`src/rtl/uart_tx_arbiter_pkg.sv`:
```
// Shared definitions for the UART transmit arbiter: FSM encoding, default
// timing parameters and a counter-width helper.
package uart_tx_arbiter_pkg;

  typedef enum logic [1:0] {
    ST_IDLE      = 2'd0,
    ST_SEND      = 2'd1,
    ST_WAIT_ACC  = 2'd2,
    ST_WAIT_DONE = 2'd3
  } state_e;

  localparam int DEF_MAX_FRAME = 16;
  localparam int DEF_BUSY_TO   = 4;
  localparam int DEF_GAP_TO    = 1000;

  // Bits needed to hold 0..max_val, never less than one.
  function automatic int cnt_w(input int max_val);
    return (max_val < 1) ? 1 : $clog2(max_val + 1);
  endfunction

endpackage

```
`src/rtl/uart_tx_arbiter_if.sv`:
```
// Requester, transmitter and status signals of the UART transmit arbiter.
interface uart_tx_arbiter_if;
  // reqN/dataN/lastN are show-ahead: a byte is consumed in exactly the cycle
  // ackN is high; dout is valid only while dout_vld pulses, and the
  // transmitter answers with busy from the following cycle.
  logic       req0;
  logic [7:0] data0;
  logic       last0;
  logic       ack0;
  logic       req1;
  logic [7:0] data1;
  logic       last1;
  logic       ack1;
  logic       busy;
  logic [7:0] dout;
  logic       dout_vld;
  logic [1:0] gnt;
  logic       cut;

  modport slave (
    input  req0, data0, last0, req1, data1, last1, busy,
    output ack0, ack1, dout, dout_vld, gnt, cut
  );

  modport master (
    output req0, data0, last0, req1, data1, last1, busy,
    input  ack0, ack1, dout, dout_vld, gnt, cut
  );
endinterface

```
`src/rtl/uart_tx_arbiter_rr_arb2.sv`:
```
// Two-way round-robin grant: a tie goes to the source not served last.
module rr_arb2 (
  input  logic       clk,
  input  logic       rst_n,
  input  logic [1:0] req_i,
  input  logic       upd_i,
  input  logic [1:0] served_i,
  output logic [1:0] gnt_o
);

  // Index of the source served most recently.
  logic ptr_q, ptr_d;

  always_comb begin
    gnt_o = 2'b00;
    case (req_i)
      2'b01:   gnt_o = 2'b01;
      2'b10:   gnt_o = 2'b10;
      2'b11:   gnt_o = ptr_q ? 2'b01 : 2'b10;
      default: gnt_o = 2'b00;
    endcase
  end

  always_comb begin
    ptr_d = ptr_q;
    if (upd_i && (served_i != 2'b00)) ptr_d = served_i[1];
  end

  always_ff @(posedge clk or negedge rst_n) begin
    if (!rst_n) ptr_q <= 1'b1;
    else        ptr_q <= ptr_d;
  end

endmodule

```
`src/rtl/uart_tx_arbiter.sv`:
```
// Shares one UART transmitter between two byte sources, locking the grant for
// a whole frame and pacing bytes against the transmitter busy flag.
module uart_tx_arbiter
  import uart_tx_arbiter_pkg::*;
#(
  parameter int MAX_FRAME = DEF_MAX_FRAME,
  parameter int BUSY_TO   = DEF_BUSY_TO,
  parameter int GAP_TO    = DEF_GAP_TO
) (
  input  logic               clk,
  input  logic               rst_n,
  uart_tx_arbiter_if.slave   bus,
  output state_e             state_o
);

  localparam int BW = $clog2(MAX_FRAME + 1);
  localparam int TW = cnt_w(BUSY_TO);
  localparam int GW = cnt_w(GAP_TO);
  localparam logic [BW-1:0] BYTE_MAX = BW'(MAX_FRAME);
  localparam logic [TW-1:0] TO_LAST  = TW'(BUSY_TO - 1);
  localparam logic [GW-1:0] GAP_LAST = GW'(GAP_TO - 1);

  state_e          state_q, state_d;
  logic [1:0]      gnt_q, gnt_d;
  logic [7:0]      dout_q, dout_d;
  logic            vld_q, vld_d;
  logic            cut_q, cut_d;
  logic            fend_q, fend_d;
  logic [BW-1:0]   byte_q, byte_d;
  logic [GW-1:0]   gap_q, gap_d;
  logic [TW-1:0]   to_q, to_d;

  logic       req_g, last_g, ack_g, rel;
  logic [7:0] data_g;
  logic [1:0] arb_gnt;

  rr_arb2 u_rr (
    .clk      (clk),
    .rst_n    (rst_n),
    .req_i    ({bus.req1, bus.req0}),
    .upd_i    (rel),
    .served_i (gnt_q),
    .gnt_o    (arb_gnt)
  );

  assign req_g  = (gnt_q[0] & bus.req0) | (gnt_q[1] & bus.req1);
  assign data_g = gnt_q[1] ? bus.data1 : bus.data0;
  assign last_g = gnt_q[1] ? bus.last1 : bus.last0;
  // Never acknowledge while the transmitter is busy, so no byte is dropped.
  assign ack_g  = (state_q == ST_SEND) && req_g && !bus.busy;

  always_comb begin
    state_d = state_q;
    gnt_d   = gnt_q;
    dout_d  = dout_q;
    vld_d   = 1'b0;
    cut_d   = 1'b0;
    fend_d  = fend_q;
    byte_d  = byte_q;
    gap_d   = gap_q;
    to_d    = to_q;
    rel     = 1'b0;
    case (state_q)
      ST_IDLE: begin
        if (bus.req0 || bus.req1) begin
          gnt_d   = arb_gnt;
          byte_d  = '0;
          gap_d   = '0;
          state_d = ST_SEND;
        end
      end
      ST_SEND: begin
        if (ack_g) begin
          dout_d  = data_g;
          vld_d   = 1'b1;
          if (byte_q != BYTE_MAX) byte_d = byte_q + 1'b1;
          fend_d  = last_g;
          gap_d   = '0;
          to_d    = '0;
          state_d = ST_WAIT_ACC;
        end else if (!req_g) begin
          if (gap_q == GAP_LAST) begin
            cut_d   = 1'b1;
            rel     = 1'b1;
            gnt_d   = 2'b00;
            state_d = ST_IDLE;
          end else begin
            gap_d = gap_q + 1'b1;
          end
        end
      end
      ST_WAIT_ACC: begin
        // busy lags dout_vld by a cycle; waiting here stops a double issue.
        if (bus.busy || (to_q == TO_LAST)) begin
          to_d    = '0;
          state_d = ST_WAIT_DONE;
        end else begin
          to_d = to_q + 1'b1;
        end
      end
      ST_WAIT_DONE: begin
        if (!bus.busy) begin
          if (fend_q) begin
            rel     = 1'b1;
            gnt_d   = 2'b00;
            state_d = ST_IDLE;
          end else if (byte_q == BYTE_MAX) begin
            cut_d   = 1'b1;
            rel     = 1'b1;
            gnt_d   = 2'b00;
            state_d = ST_IDLE;
          end else begin
            state_d = ST_SEND;
          end
        end
      end
      default: state_d = ST_IDLE;
    endcase
  end

  always_ff @(posedge clk or negedge rst_n) begin
    if (!rst_n) begin
      state_q <= ST_IDLE;
      gnt_q   <= 2'b00;
      dout_q  <= 8'h00;
      vld_q   <= 1'b0;
      cut_q   <= 1'b0;
      fend_q  <= 1'b0;
      byte_q  <= '0;
      gap_q   <= '0;
      to_q    <= '0;
    end else begin
      state_q <= state_d;
      gnt_q   <= gnt_d;
      dout_q  <= dout_d;
      vld_q   <= vld_d;
      cut_q   <= cut_d;
      fend_q  <= fend_d;
      byte_q  <= byte_d;
      gap_q   <= gap_d;
      to_q    <= to_d;
    end
  end

  assign bus.ack0     = ack_g & gnt_q[0];
  assign bus.ack1     = ack_g & gnt_q[1];
  assign bus.dout     = dout_q;
  assign bus.dout_vld = vld_q;
  assign bus.gnt      = gnt_q;
  assign bus.cut      = cut_q;
  assign state_o      = state_q;

endmodule

```
`src/flat_wrapper.sv`:
```
// flat-port wrapper written by rule: the top's interface ports become plain ports
module uart_tx_arbiter_flat import uart_tx_arbiter_pkg::*;
#(
  parameter int MAX_FRAME = DEF_MAX_FRAME,
  parameter int BUSY_TO   = DEF_BUSY_TO,
  parameter int GAP_TO    = DEF_GAP_TO
)
  (clk, rst_n, state_o, bus_req0, bus_data0, bus_last0, bus_req1, bus_data1, bus_last1, bus_busy, bus_ack0, bus_ack1, bus_dout, bus_dout_vld, bus_gnt, bus_cut);
  uart_tx_arbiter_if bus_i ();
  input  logic clk;
  input  logic rst_n;
  output state_e state_o;
  input wire logic [$bits(bus_i.req0)-1:0] bus_req0;
  input wire logic [$bits(bus_i.data0)-1:0] bus_data0;
  input wire logic [$bits(bus_i.last0)-1:0] bus_last0;
  input wire logic [$bits(bus_i.req1)-1:0] bus_req1;
  input wire logic [$bits(bus_i.data1)-1:0] bus_data1;
  input wire logic [$bits(bus_i.last1)-1:0] bus_last1;
  input wire logic [$bits(bus_i.busy)-1:0] bus_busy;
  output wire logic [$bits(bus_i.ack0)-1:0] bus_ack0;
  output wire logic [$bits(bus_i.ack1)-1:0] bus_ack1;
  output wire logic [$bits(bus_i.dout)-1:0] bus_dout;
  output wire logic [$bits(bus_i.dout_vld)-1:0] bus_dout_vld;
  output wire logic [$bits(bus_i.gnt)-1:0] bus_gnt;
  output wire logic [$bits(bus_i.cut)-1:0] bus_cut;
  assign bus_i.req0 = bus_req0;
  assign bus_i.data0 = bus_data0;
  assign bus_i.last0 = bus_last0;
  assign bus_i.req1 = bus_req1;
  assign bus_i.data1 = bus_data1;
  assign bus_i.last1 = bus_last1;
  assign bus_i.busy = bus_busy;
  assign bus_ack0 = bus_i.ack0;
  assign bus_ack1 = bus_i.ack1;
  assign bus_dout = bus_i.dout;
  assign bus_dout_vld = bus_i.dout_vld;
  assign bus_gnt = bus_i.gnt;
  assign bus_cut = bus_i.cut;
  uart_tx_arbiter #(.MAX_FRAME(MAX_FRAME), .BUSY_TO(BUSY_TO), .GAP_TO(GAP_TO)) u_core (.clk(clk), .rst_n(rst_n), .bus(bus_i), .state_o(state_o));
endmodule
```
`config.mk`:
```
export PLATFORM = sky130hd
export DESIGN_NAME = uart_tx_arbiter_flat
export DESIGN_NICKNAME = d
export VERILOG_FILES = /design/src/rtl/uart_tx_arbiter_pkg.sv /design/src/rtl/uart_tx_arbiter_if.sv /design/src/rtl/uart_tx_arbiter_rr_arb2.sv /design/src/rtl/uart_tx_arbiter.sv /design/src/flat_wrapper.sv
export SDC_FILE = /design/constraint.sdc
export NUM_CORES = 1
export LEC_CHECK = 0
export ABC_AREA = 1
export CAP_MARGIN = 0
export CORE_MARGIN = 2
export CORE_UTILIZATION = 55
export CTS_CLUSTER_DIAMETER = 40
export CTS_CLUSTER_SIZE = 25
export DETAILED_ROUTE_END_ITERATION = 8
export GPL_TIMING_DRIVEN = 0
export PLACE_DENSITY = 0.84
export SLEW_MARGIN = 0
export SYNTH_ARGS = -nofsm -noshare
export SYNTH_HDL_FRONTEND = slang
export SYNTH_SLANG_ARGS = --single-unit
```
`constraint.sdc`:
```
create_clock -name clk -period 2.2 [get_ports clk]
set_input_delay 0.55 -clock clk [delete_from_list [all_inputs] [get_ports clk]]
set_output_delay 0.55 -clock clk [all_outputs]
set_load 0.01 [all_outputs]
```
; After elaboration in Yosys (flattened, before gate mapping)
; Cells that the tools add are included.
[word_totals]
in_bits = 23
out_inout_bits = 16
word_cells = 100
register_bits = 34
[op_classes]
muxes = 43
n_reduce_logical = 17
n_eq_ne = 22
add_sub_neg = 3
n_bitwise = 5
[ops]
columns = cell, count
row1 = 2-to-1 mux 10 bit, 4
row2 = 2-to-1 mux 2 bit, 13
row3 = case mux 10 bit (2 select lines), 1
row4 = 2-to-1 mux 5 bit, 3
row5 = 2-to-1 mux 1 bit, 12
row6 = case mux 2 bit (3 select lines), 2
row7 = "adder 10 x 1 -> 10 bit, second input constant", 1
row8 = "== test 10 bit, second input constant", 1
row9 = "inequality test 2 bit, second input constant", 5
row10 = case mux 5 bit (2 select lines), 1
row11 = "== test 2 bit, second input constant", 4
row12 = 2-to-1 mux 8 bit, 1
row13 = case mux 2 bit (4 select lines), 1
row14 = AND reduction 4 bit, 2
row15 = AND reduction 7 bit, 1
row16 = 2-to-1 mux 3 bit, 2
row17 = "inequality test 2 x 1 -> 1 bit, second input constant", 3
row18 = "inequality test 3 x 2 -> 1 bit, second input constant", 2
row19 = case mux 3 bit (2 select lines), 1
row20 = nonzero test 2 bit, 3
row21 = "adder 5 x 1 -> 5 bit, second input constant", 1
row22 = "== test 5 bit, second input constant", 1
row23 = "inequality test 5 bit, second input constant", 1
row24 = AND reduction 5 bit, 1
row25 = other kinds (14), 23

; Logic depth before layout (Yosys ltp)
; Gate-level depths: netlist of run 1.
[depth]
depth_word = 7
mapped_depth = 10
depth_no_buf = 10

; Cells and area by module
; From an unflattened synthesis of run 1, not the netlist that was laid out.
[hier_totals]
hier_cells = 275
area_unflattened_um2 = 2040.7
[modules_own_cells]
columns = module, cells_per_inst, instances, area_per_inst_um2, seq_area_each_um2
row1 = uart_tx_arbiter, 266, 1, 1979.4, 825.8
row2 = rr_arb2, 9, 1, 61.3, 26.3

; Least setup slack after synthesis of run 1
; No wires, ideal clock.
[synth_path]
kind = flip-flop to output port
start = register u_core.state_q[0], in the netlist u_core.state_o[0]
end = output port bus_ack0
path_slack_ns = 0.375
required_ns = 1.650
stages_incl_launch_ff = 6
t_arrival_ns = 1.275
n_path_buf = 1
path_cell_list = dfrtp_1 inv_2 nor2_8 nand3_4 clkbuf_1 nor2_1
[synth_between]
elab_chain_len = 4
[synth_rtl]
columns = element, line_no
row1 = from (decl), uart_tx_arbiter.sv:23  ; state_e state_q, state_d;
row2 = from (signal assigned), uart_tx_arbiter.sv:133  ; state_q <= state_d;
row3 = == test 2 x 1 -> 1 bit, uart_tx_arbiter.sv:50  ; assign ack_g = (state_q == ST_SEND) && req_g && !bus.busy;
row4 = logical AND 1 bit (2 in a row), uart_tx_arbiter.sv:50
row5 = AND 1 bit, uart_tx_arbiter.sv:145  ; assign bus.ack0 = ack_g & gnt_q[0];
row6 = to (decl), flat_wrapper.sv:20  ; output wire logic [$bits(bus_i.ack0)-1:0] bus_ack0;
; No other way between the ends.

==> flow_metrics.py, run 1 <==
metrics = {
    "route": {
        "wl_mm": 4.50,
        "dr.pass1.iters": 4,
        "wl_per_cell_um": 12.6,
        "drcViolationCount": 0,
        "dr_total_vias": 1859,
        "final_antenna_net_count": 0,
        "drt-vias-per-instance": 5.19,
        "drt_iter0_drc": 131,
    },
    "placed_design": {
        "dp_hpwl_mm": 3.24,
        "dp_slack_ps": -797,
        "place.gp.congestion": 0.865,
        "io_buffers": 38,
        "dpl_cell_area_mm2": 0.00242,
    },
    "pwr": {
        "sw_frac_of_total": 0.426,
        "p_sw_mw": 1.06,
        "power_frac_comb": 0.488,
        "intPower_mw": 1.42,
        "p_leak_nw": 1.23,
        "seq_power_share": 0.379,
        "worst_ir_drop_vdd_mv": 0.852,
        "pwr-share-clk": 0.133,
        "p_per_area_mw_per_mm2": 998,
    },
    "worst_setup_path": {
        "crit_chain": "clkdlybuf4s50_1",
        "crit_buf_inv": 1,
        "critPathCaptureType": "output port",
        "slowest_stage": "clkdlybuf4s50_1",
        "cp.depth": 1,
        "r2r_setup_slack_ps": 250,
        "start_kind": "flip-flop",
        "critPathRequiredTime_ps": 1650,
        "path_class": "reg2out",
        "rr_endpoint": "u_core.state_o[0]$_DFFE_PN0P_",
        "r2r_cells": 11,
        "cp_max_fo": 7,
        "timing.rr.start": "u_core.state_o[0]$_DFFE_PN0P_",
        "cp-endpoint": "state_o[1]",
        "slowest_delay_ps": 620,
        "crit_family": "buffers and inverters",
        "worstPathArrival_ps": 1530,
    },
    "sta": {
        "fin_crit_ps": 2080,
        "setup_slack_ps": 117,
        "hold_viol": 0,
        "slew_headroom": 0.506,
        "max_freq_mhz": 480,
        "tns_ps": 0,
        "tightest_slew_ps": 741,
        "layout_worst_path_cycle_share": 0.947,
        "slew_violations": 0,
        "grt_setup_unrepaired": "false",
        "finalClockSkew_ps": 12.2,
        "hold_ws_ps": 255,
        "setup_viol": 0,
    },
    "finish": {
        "n_antenna_cell": 0,
        "area_growth_pct": 25.4,
        "fin_area_mm2": 0.00249,
        "multi_input_area_mm2": 0.00102,
        "drive_above_1_share": 0.106,
        "fill_cells": 282,
        "regArea_um2": 852,
        "finalNetCount": 339,
    },
    "logic_synthesis": {
        "ys_ff_latch": 34,
        "yosys-top-cells-area": "dfrtp_1 (42%), nand2_1 (14%), nor2_1 (8.9%), nand3_1 (6.3%), inv_1 (4.0%)",
        "syn_area_mm2": 0.00198,
        "async_reset_ff_frac": 1.00,
        "ys.flop_type": "dfrtp_1",
        "yosysWarnings": 0,
        "synth_area_leader_cell": "dfrtp_1",
        "yosys.area.top_type_share": 0.416,
        "synth_seq_area_share": 0.429,
        "synthTopCellsByCount": "nand2_1 (75), nor2_1 (47), dfrtp_1 (33)",
        "postSynthCellCount": 263,
        "yosysMostFrequentCell": "nand2_1",
        "synth.avg_cell_area_um2": 7.55,
        "syn_nets": 291,
        "synth_edf_count": 0,
        "ys_types": 33,
    },
    "die": {
        "num_rows": 21,
        "coreArea_mm2": 0.00339,
        "fp.dieH_um": 64.1,
        "die_w_um": 64.1,
        "dieArea_mm2": 0.00410,
        "initial_utilization": 0.585,
        "ios": 39,
    },
    "job": {
        "cap_viol_max_count": 0,
    },
    "clocking": {
        "cts_max_path_buffers": 2,
        "cts-htree-levels": 2,
        "clkTransAtPathRegs_ps": 100,
        "cts_root_buf": "clkbuf_4",
        "hold_buffers": 0,
        "clock_sinks": 34,
        "numCtsBuffers": 5,
        "insertion_delay_ps": 350,
        "cts_tree": "built",
    },
    "min_path": {
        "hp-class": "in2async",
    },
    "global_routing": {
        "overflow": 0,
        "grt_max_degree": 35,
        "track_usage": 0.254,
        "grt_antenna_before_repair": 0,
        "grt_pass1_vias": 1778,
        "grt_first_pass_wirelength_mm": 7.94,
    },
    "run_status": {
        "status": "completed",
    },
}
-- per-layer routing --
| layer | share of wire | routed length [um] | vias to the layer above | track usage |
|---|---|---|---|---|
| li1 | - | - | 949 | - |
| met1 | 0.47 | 2110 | 863 | 0.350 |
| met2 | 0.47 | 2100 | 36 | 0.387 |
| met3 | 0.049 | 220 | 11 | 0.0528 |
| met4 | 0.016 | 74 | 0 | 0.111 |
| met5 | 0 | 0 | - | 0 |
-- power by group through the flow --
stage	logic, mW	clock network (mW)	registers, mW
final	1.21	0.331	0.941
after global routing	1.36	0.365	0.960
after CTS	1.21	0.337	0.939
after detailed placement	1.18	0	0.952
after global placement	1.15	0	0.947
after floorplan	0.707	0	0.978
-- metrics by stage --
step	total power, mW	std cells	util
after global routing	2.69	358	0.734
after CTS	2.49	358	0.733
final	2.48	358	0.734
after global placement	2.10	347	0.715
after detailed placement	2.13	347	0.713
after floorplan	1.69	263	-
-- area by class of cell --
class,count,share of cell area
plain buffers,4,0.0101
repair buffers,42,0.159
inverters,24,0.0362
multi-input cells,200,0.409
flip-flops and latches,34,0.342
well taps,46,0.0231
clock buffers,8,0.0196
-- cells by family after synthesis --
group / synth area share
buffers and inverters: 0.0599
DFF: 0.429
and+or+nand+nor: 0.363
adders and majority gates: 0.0315
AOI/OAI and AO/OA: 0.103
xor gates and xnor gates: 0.0132
-- how the worst min path moves through the flow --
stage                             startpoint                        endpoint  slack (ps)
3_5_place_dp   u_core.u_rr.ptr_q$_DFFE_PN1P_   u_core.u_rr.ptr_q$_DFFE_PN1P_         470
2_1_floorplan                          rst_n      asynchronous set/reset pin         250
5_1_grt                                rst_n  u_core.bus.dout[4]$_DFFE_PN0P_         330
3_3_place_gp   u_core.u_rr.ptr_q$_DFFE_PN1P_   u_core.u_rr.ptr_q$_DFFE_PN1P_         450
4_1_cts                                rst_n  u_core.bus.dout[4]$_DFFE_PN0P_         280
6_report                               rst_n  u_core.bus.dout[4]$_DFFE_PN0P_         250
-- sequential cells by signal, indices dropped and copies added (netlist names), named ones only --
name / flops
u_core.gap_q: 10
u_core.u_rr.ptr_q: 1
u_core.bus.cut: 1
u_core.bus.dout: 8
u_core.bus.gnt: 2
u_core.state_o: 1
u_core.bus.dout_vld: 1
u_core.fend_q: 1
u_core.to_q: 3
u_core.byte_q: 5
-- layout by cell type (no fill, tap or decap), types with 4 or more instances in the layout --
cell type,n
dfrtp_1,33
inv_1,21
clkdlybuf4s50_1,33
buf_2,5
clkbuf_1,4
buf_4,4
o31ai_1,9
nand2_1,74
o21ai_0,10
ha_1,5
clkbuf_4,5
nor2_1,46
nand3_1,25
-- timing repair --
| action | 4_1_cts | 5_1_grt |
|---|---|---|
| pin swaps | 2 | 1 |
| endpoints found under the setup margin | 2 | 2 |
| cloned | 0 | 0 |
| resized for setup | 10 | 2 |
| buffers inserted | 4 | 0 |
Power figures use the tool's default switching activity.
==> inputs of run 2 (changes only) <==
--- a/config.mk
+++ b/config.mk
@@ -14,6 +14,7 @@
 export DETAILED_ROUTE_END_ITERATION = 8
 export GPL_TIMING_DRIVEN = 0
 export PLACE_DENSITY = 0.84
+export REMOVE_ABC_BUFFERS = 1
 export SLEW_MARGIN = 0
 export SYNTH_ARGS = -nofsm -noshare
 export SYNTH_HDL_FRONTEND = slang
==> run 2 against run 1 <==
Fmax decreased by 0.85%. Register-to-register slack improved by 180 ps. Flip-flop and latch count unchanged. Clock power about the same. Power increased by 1.6%. Core utilization increased by 0.44 points. First-iteration DRC count increased by 11%. Non-clock buffer count decreased by 2. Die area unchanged. Critical path type unchanged. Largest power group unchanged. Final cell count decreased by 0.56%. Global-route usage decreased by 1.6 points.
==> flow_metrics.py, run 2 (synthesized netlist as in run 1, its figures left out) <==
metrics = {
    "clocking": {
        "hold_buffers": 0,
        "clkTransAtPathRegs_ps": 110,
        "clock_sinks": 34,
        "cts_tree": "built",
        "cts_root_buf": "clkbuf_4",
        "numCtsBuffers": 5,
        "insertion_delay_ps": 340,
        "cts-htree-levels": 2,
        "cts_max_path_buffers": 2,
    },
    "finish": {
        "instances_no_fill": 356,
        "area_growth_pct": 26.2,
        "n_antenna_cell": 0,
        "final_common_cell": "nand2_1",
        "fin_util": 0.739,
        "finalNetCount": 338,
        "registers.top_by_ff_count": "u_core.gap_q",
        "drive_above_1_share": 0.123,
        "largest_reg_flops": 10,
        "fill_cells": 262,
        "final_cell_mix": "nand2_1 (72), nor2_1 (47), clkdlybuf4s50_1 (32)",
    },
    "die": {
        "ios": 39,
        "fp.dieH_um": 64.1,
        "coreArea_mm2": 0.00339,
        "die_w_um": 64.1,
        "dieArea_mm2": 0.00410,
        "initial_utilization": 0.585,
        "num_rows": 21,
    },
    "sta": {
        "hold_viol": 0,
        "max_freq_mhz": 476,
        "tightest_slew_ps": 760,
        "layout_worst_path_cycle_share": 0.955,
        "tns_ps": 0,
        "setup_slack_ps": 99.0,
        "slew_headroom": 0.493,
        "slew_violations": 0,
        "setup_viol": 0,
        "finalClockSkew_ps": 9.57,
        "grt_setup_unrepaired": "true",
        "fin_crit_ps": 2100,
    },
    "worst_setup_path": {
        "critPathCaptureType": "output port",
        "crit_chain": "nand2_2 > nand2_4 > nand3_4 > nor2_1 > clkdlybuf4s15_2",
        "slowest_stage": "dfrtp_2",
        "timing.rr.start": "u_core.bus.gnt[1]$_DFFE_PN0P_",
        "slowest_delay_ps": 560,
        "r2r_setup_slack_ps": 430,
        "worstPathArrival_ps": 1550,
        "crit_family": "flip-flops",
        "path_class": "reg2out",
        "cp_max_fo": 14,
        "start_kind": "flip-flop",
        "crit_buf_inv": 1,
        "rr_endpoint": "u_core.state_o[0]$_DFFE_PN0P_",
        "critPathRequiredTime_ps": 1650,
        "r2r_cells": 10,
    },
    "global_routing": {
        "grt_antenna_before_repair": 0,
        "grt_pass1_vias": 1716,
        "grt_first_pass_wirelength_mm": 7.66,
        "overflow": 0,
        "grt_max_degree": 35,
        "track_usage": 0.238,
    },
    "run_status": {
        "status": "completed",
    },
    "route": {
        "drcViolationCount": 0,
        "drt-vias-per-instance": 5.28,
        "wl_mm": 4.45,
        "wl_per_cell_um": 12.5,
        "drt_iter0_drc": 145,
        "dr_total_vias": 1879,
        "final_antenna_net_count": 0,
        "dr.pass1.iters": 4,
    },
    "pwr": {
        "seq_power_share": 0.387,
        "p_per_area_mw_per_mm2": 1010,
        "intPower_mw": 1.45,
        "worst_ir_drop_vdd_mv": 0.785,
        "power_frac_comb": 0.482,
        "p_leak_nw": 1.22,
        "pwr-share-clk": 0.131,
        "p_sw_mw": 1.08,
        "sw_frac_of_total": 0.427,
    },
    "placed_design": {
        "dp_hpwl_mm": 3.03,
        "place.gp.congestion": 0.913,
        "dp.cells": 342,
        "io_buffers": 38,
        "dp_slack_ps": -711,
    },
    "job": {
        "cap_viol_max_count": 0,
    },
    "min_path": {
        "hp-class": "in2async",
    },
}
==> run 2: changes by cell type in the layout (fill, tap and decap cells not counted), moves of 2 or more <==
| cell | before | now |
|---|---|---|
| buf_2 | 5 | 2 |
| buf_4 | 4 | 6 |
| clkbuf_1 | 4 | 2 |
| dfrtp_1 | 33 | 31 |
| dfrtp_2 | 0 | 2 |
| nand2_1 | 74 | 72 |
==> run 2: repair_timing <==
item	4_1_cts	5_1_grt
resized for setup	16	2
setup endpoints to repair	2	2
cloned	1	0
pin swaps	2	1
buffers inserted	3	3
==> run 2: worst reg2reg max path, cell delays in order, from the launching register on <==
cell	delay, ps
dfrtp_2	530
nand2_2	140
nand2_4	60
nand3_4	110
buf_4	180
nand2_2	90
inv_1	260
nand2_1	100
nand2_1	100
nand2_1	50
o21ai_0	70
==> run 2: cell type report <==
cell class | instances | area [um2] | area share
Clock buffer | 7 | 45.0 | 0.0180
Inverter | 24 | 93.8 | 0.0375
Multi-Input combinational cell | 201 | 1040 | 0.414
Sequential cell | 34 | 855 | 0.341
Tap cell | 46 | 57.6 | 0.0230
Timing Repair Buffer | 44 | 417 | 0.166
==> run 2: how the worst max path moves through the flow <==
stage	cells past startpoint	start	end	slack [ps]
final	5	u_core.bus.gnt[1]$_DFFE_PN0P_	bus_ack0	100
after floorplan	4	u_core.bus.gnt[1]$_DFFE_PN0P_	bus_ack0	400
after CTS	5	bus_busy	bus_ack0	20
after global placement	6	bus_req1	bus_ack0	-690
after global routing	5	u_core.bus.gnt[1]$_DFFE_PN0P_	bus_ack0	-20
after detailed placement	6	bus_req1	bus_ack0	-710
==> run 2: per-layer routing <==
| layer | wire length (um) | track usage | up-vias |
|---|---|---|---|
| met5 | 0 | 0 | - |
| met4 | 75 | 0.0598 | 0 |
| met3 | 283 | 0.0722 | 9 |
| met2 | 2210 | 0.398 | 57 |
| met1 | 1880 | 0.299 | 867 |
| li1 | - | - | 946 |
==> run 2: power groups by stage <==
stage	clock, mW	sequential [mW]	combinational (mW)
2_1_floorplan	0	0.990	0.670
3_3_place_gp	0	0.971	1.09
3_5_place_dp	0	0.978	1.12
4_1_cts	0.335	0.974	1.17
5_1_grt	0.362	1.00	1.37
6_report	0.330	0.977	1.22
==> run 2: through the flow <==
step / hold WS [ps] / cell area, um2 / power, mW
6_report: 263 / 2500 / 2.52
5_1_grt: 335 / 2500 / 2.73
4_1_cts: 290 / 2470 / 2.48
3_5_place_dp: 450 / 2390 / 2.10
3_3_place_gp: 447 / 2390 / 2.07
2_1_floorplan: 254 / 1960 / 1.66
==> inputs of run 3 (changes only) <==
--- a/config.mk
+++ b/config.mk
@@ -8,12 +8,11 @@
 export ABC_AREA = 1
 export CAP_MARGIN = 0
 export CORE_MARGIN = 2
-export CORE_UTILIZATION = 55
+export CORE_UTILIZATION = 40
 export CTS_CLUSTER_DIAMETER = 40
 export CTS_CLUSTER_SIZE = 25
 export DETAILED_ROUTE_END_ITERATION = 8
 export GPL_TIMING_DRIVEN = 0
-export PLACE_DENSITY = 0.84
 export REMOVE_ABC_BUFFERS = 1
 export SLEW_MARGIN = 0
 export SYNTH_ARGS = -nofsm -noshare
==> run 3 against run 2 <==
Cell area increased by 2.1%. Flip-flop and latch count did not move. Sequential share of layout area down 0.72 points. Largest cell class unchanged.
==> flow_metrics.py, run 3 (synthesized netlist as in run 1, its figures left out) <==
metrics = {
    "clocking": {
        "numCtsBuffers": 5,
        "insertion_delay_ps": 290,
        "hold_buffers": 0,
        "clock_sinks": 34,
        "clkTransAtPathRegs_ps": 70,
        "cts_max_path_buffers": 2,
        "cts_root_buf": "clkbuf_8",
        "cts-htree-levels": 2,
        "cts_tree": "built",
    },
    "die": {
        "ios": 39,
        "coreArea_mm2": 0.00475,
        "dieArea_mm2": 0.00554,
        "num_rows": 25,
        "fp.dieH_um": 74.4,
        "initial_utilization": 0.417,
        "die_w_um": 74.4,
    },
    "sta": {
        "layout_worst_path_cycle_share": 0.938,
        "fin_crit_ps": 2060,
        "grt_setup_unrepaired": "false",
        "tightest_slew_ps": 765,
        "finalClockSkew_ps": 5.64,
        "hold_viol": 0,
        "slew_violations": 0,
        "max_freq_mhz": 485,
        "setup_slack_ps": 137,
        "slew_headroom": 0.490,
        "setup_viol": 0,
    },
    "route": {
        "wl_mm": 4.43,
        "final_antenna_net_count": 0,
        "dr.pass1.iters": 4,
        "drt-vias-per-instance": 4.82,
        "dr_total_vias": 1806,
        "wl_per_cell_um": 11.8,
        "drt_iter0_drc": 82,
        "drcViolationCount": 0,
    },
    "worst_setup_path": {
        "critPathCaptureType": "output port",
        "path_class": "reg2out",
        "cp_max_fo": 11,
        "worstPathArrival_ps": 1510,
        "slowest_stage": "dfrtp_1",
        "crit_chain": "nor2_8 > nand3_4 > nor2_1 > clkdlybuf4s15_2",
        "slowest_delay_ps": 500,
        "start_kind": "flip-flop",
        "critPathRequiredTime_ps": 1650,
    },
    "placed_design": {
        "io_buffers": 38,
        "dp_hpwl_mm": 3.03,
        "dp_slack_ps": -716,
        "place.gp.congestion": 0.852,
    },
    "min_path": {
        "hp-class": "in2async",
    },
    "job": {
        "cap_viol_max_count": 0,
    },
    "finish": {
        "largest_reg_flops": 10,
        "fin_util": 0.538,
        "drive_above_1_share": 0.120,
        "registers.top_by_ff_count": "u_core.gap_q",
        "n_antenna_cell": 0,
        "final_common_cell": "nand2_1",
        "final_cell_mix": "nand2_1 (72), nor2_1 (47), clkdlybuf4s50_1 (32)",
        "area_growth_pct": 28.9,
        "finalNetCount": 335,
    },
    "global_routing": {
        "overflow": 0,
        "grt_max_degree": 35,
        "grt_pass1_vias": 1726,
        "grt_first_pass_wirelength_mm": 7.88,
        "grt_antenna_before_repair": 0,
        "track_usage": 0.186,
    },
    "pwr": {
        "p_per_area_mw_per_mm2": 1020,
        "p_leak_nw": 1.23,
        "worst_ir_drop_vdd_mv": 0.480,
    },
    "run_status": {
        "status": "completed",
    },
}
==> run 3: repair_timing <==
item	4_1_cts	5_1_grt
pin swaps	2	0
resized for setup	15	2
cloned	1	0
buffers inserted	3	0
setup endpoints to repair	2	2
==> run 3: through the flow <==
step	cells	hold WS, ps	power, mW	instance area (um2)	TNS (ps)
3_5_place_dp	363	450	2.10	2410	-4160
3_3_place_gp	363	447	2.09	2420	-11850
6_report	375	337	2.61	2560	0
5_1_grt	375	404	2.86	2560	0
4_1_cts	375	356	2.65	2550	0
2_1_floorplan	258	254	1.66	1960	0
==> run 3: layout make-up <==
cell class	instances	area [um2]
clock inverters	1	5.00
repair buffers	41	400
fillers	474	2200
well taps	67	83.8
flip-flops and latches	34	855
multi-input cells	201	1040
clock buffers	7	86.3
inverters	24	91.3
==> run 3: path summary, 6_finish.rpt <==
path                                          startpoint                       endpoint  slack [ps]  cells past startpoint
min                                                rst_n   u_core.byte_q[0]$_DFFE_PN0P_         340                      1
max reg2reg                                    flip-flop  u_core.state_o[0]$_DFFE_PN0P_         440                      9
min in group clk           u_core.u_rr.ptr_q$_DFFE_PN1P_  u_core.u_rr.ptr_q$_DFFE_PN1P_         460                      2
max                                            flip-flop                       bus_ack1         140                      4
max in group asynchronous                          rst_n  u_core.state_o[0]$_DFFE_PN0P_        1330                      1
min reg2reg                u_core.u_rr.ptr_q$_DFFE_PN1P_  u_core.u_rr.ptr_q$_DFFE_PN1P_         460                      2
==> run 3: report_power, final <==
group,internal (mW),switching (mW),leakage [nW]
clock network,0.253,0.229,0.0482
logic,0.489,0.663,0.736
registers,0.797,0.179,0.446
==> run 3: critical path: cells and delay by family (launching register included) <==
family | cells | cell delay, ps
flops | 1 | 500
buf+inv | 1 | 230
simple gates | 3 | 500
==> run 3: per-layer routing <==
metal / vias to the layer above / track usage / share of wire
met1: 818 / 0.259 / 0.49
met4: 0 / 0.0476 / 0.010
met2: 48 / 0.286 / 0.43
met5: - / 0 / 0
li1: 936 / - / -
met3: 4 / 0.0556 / 0.061
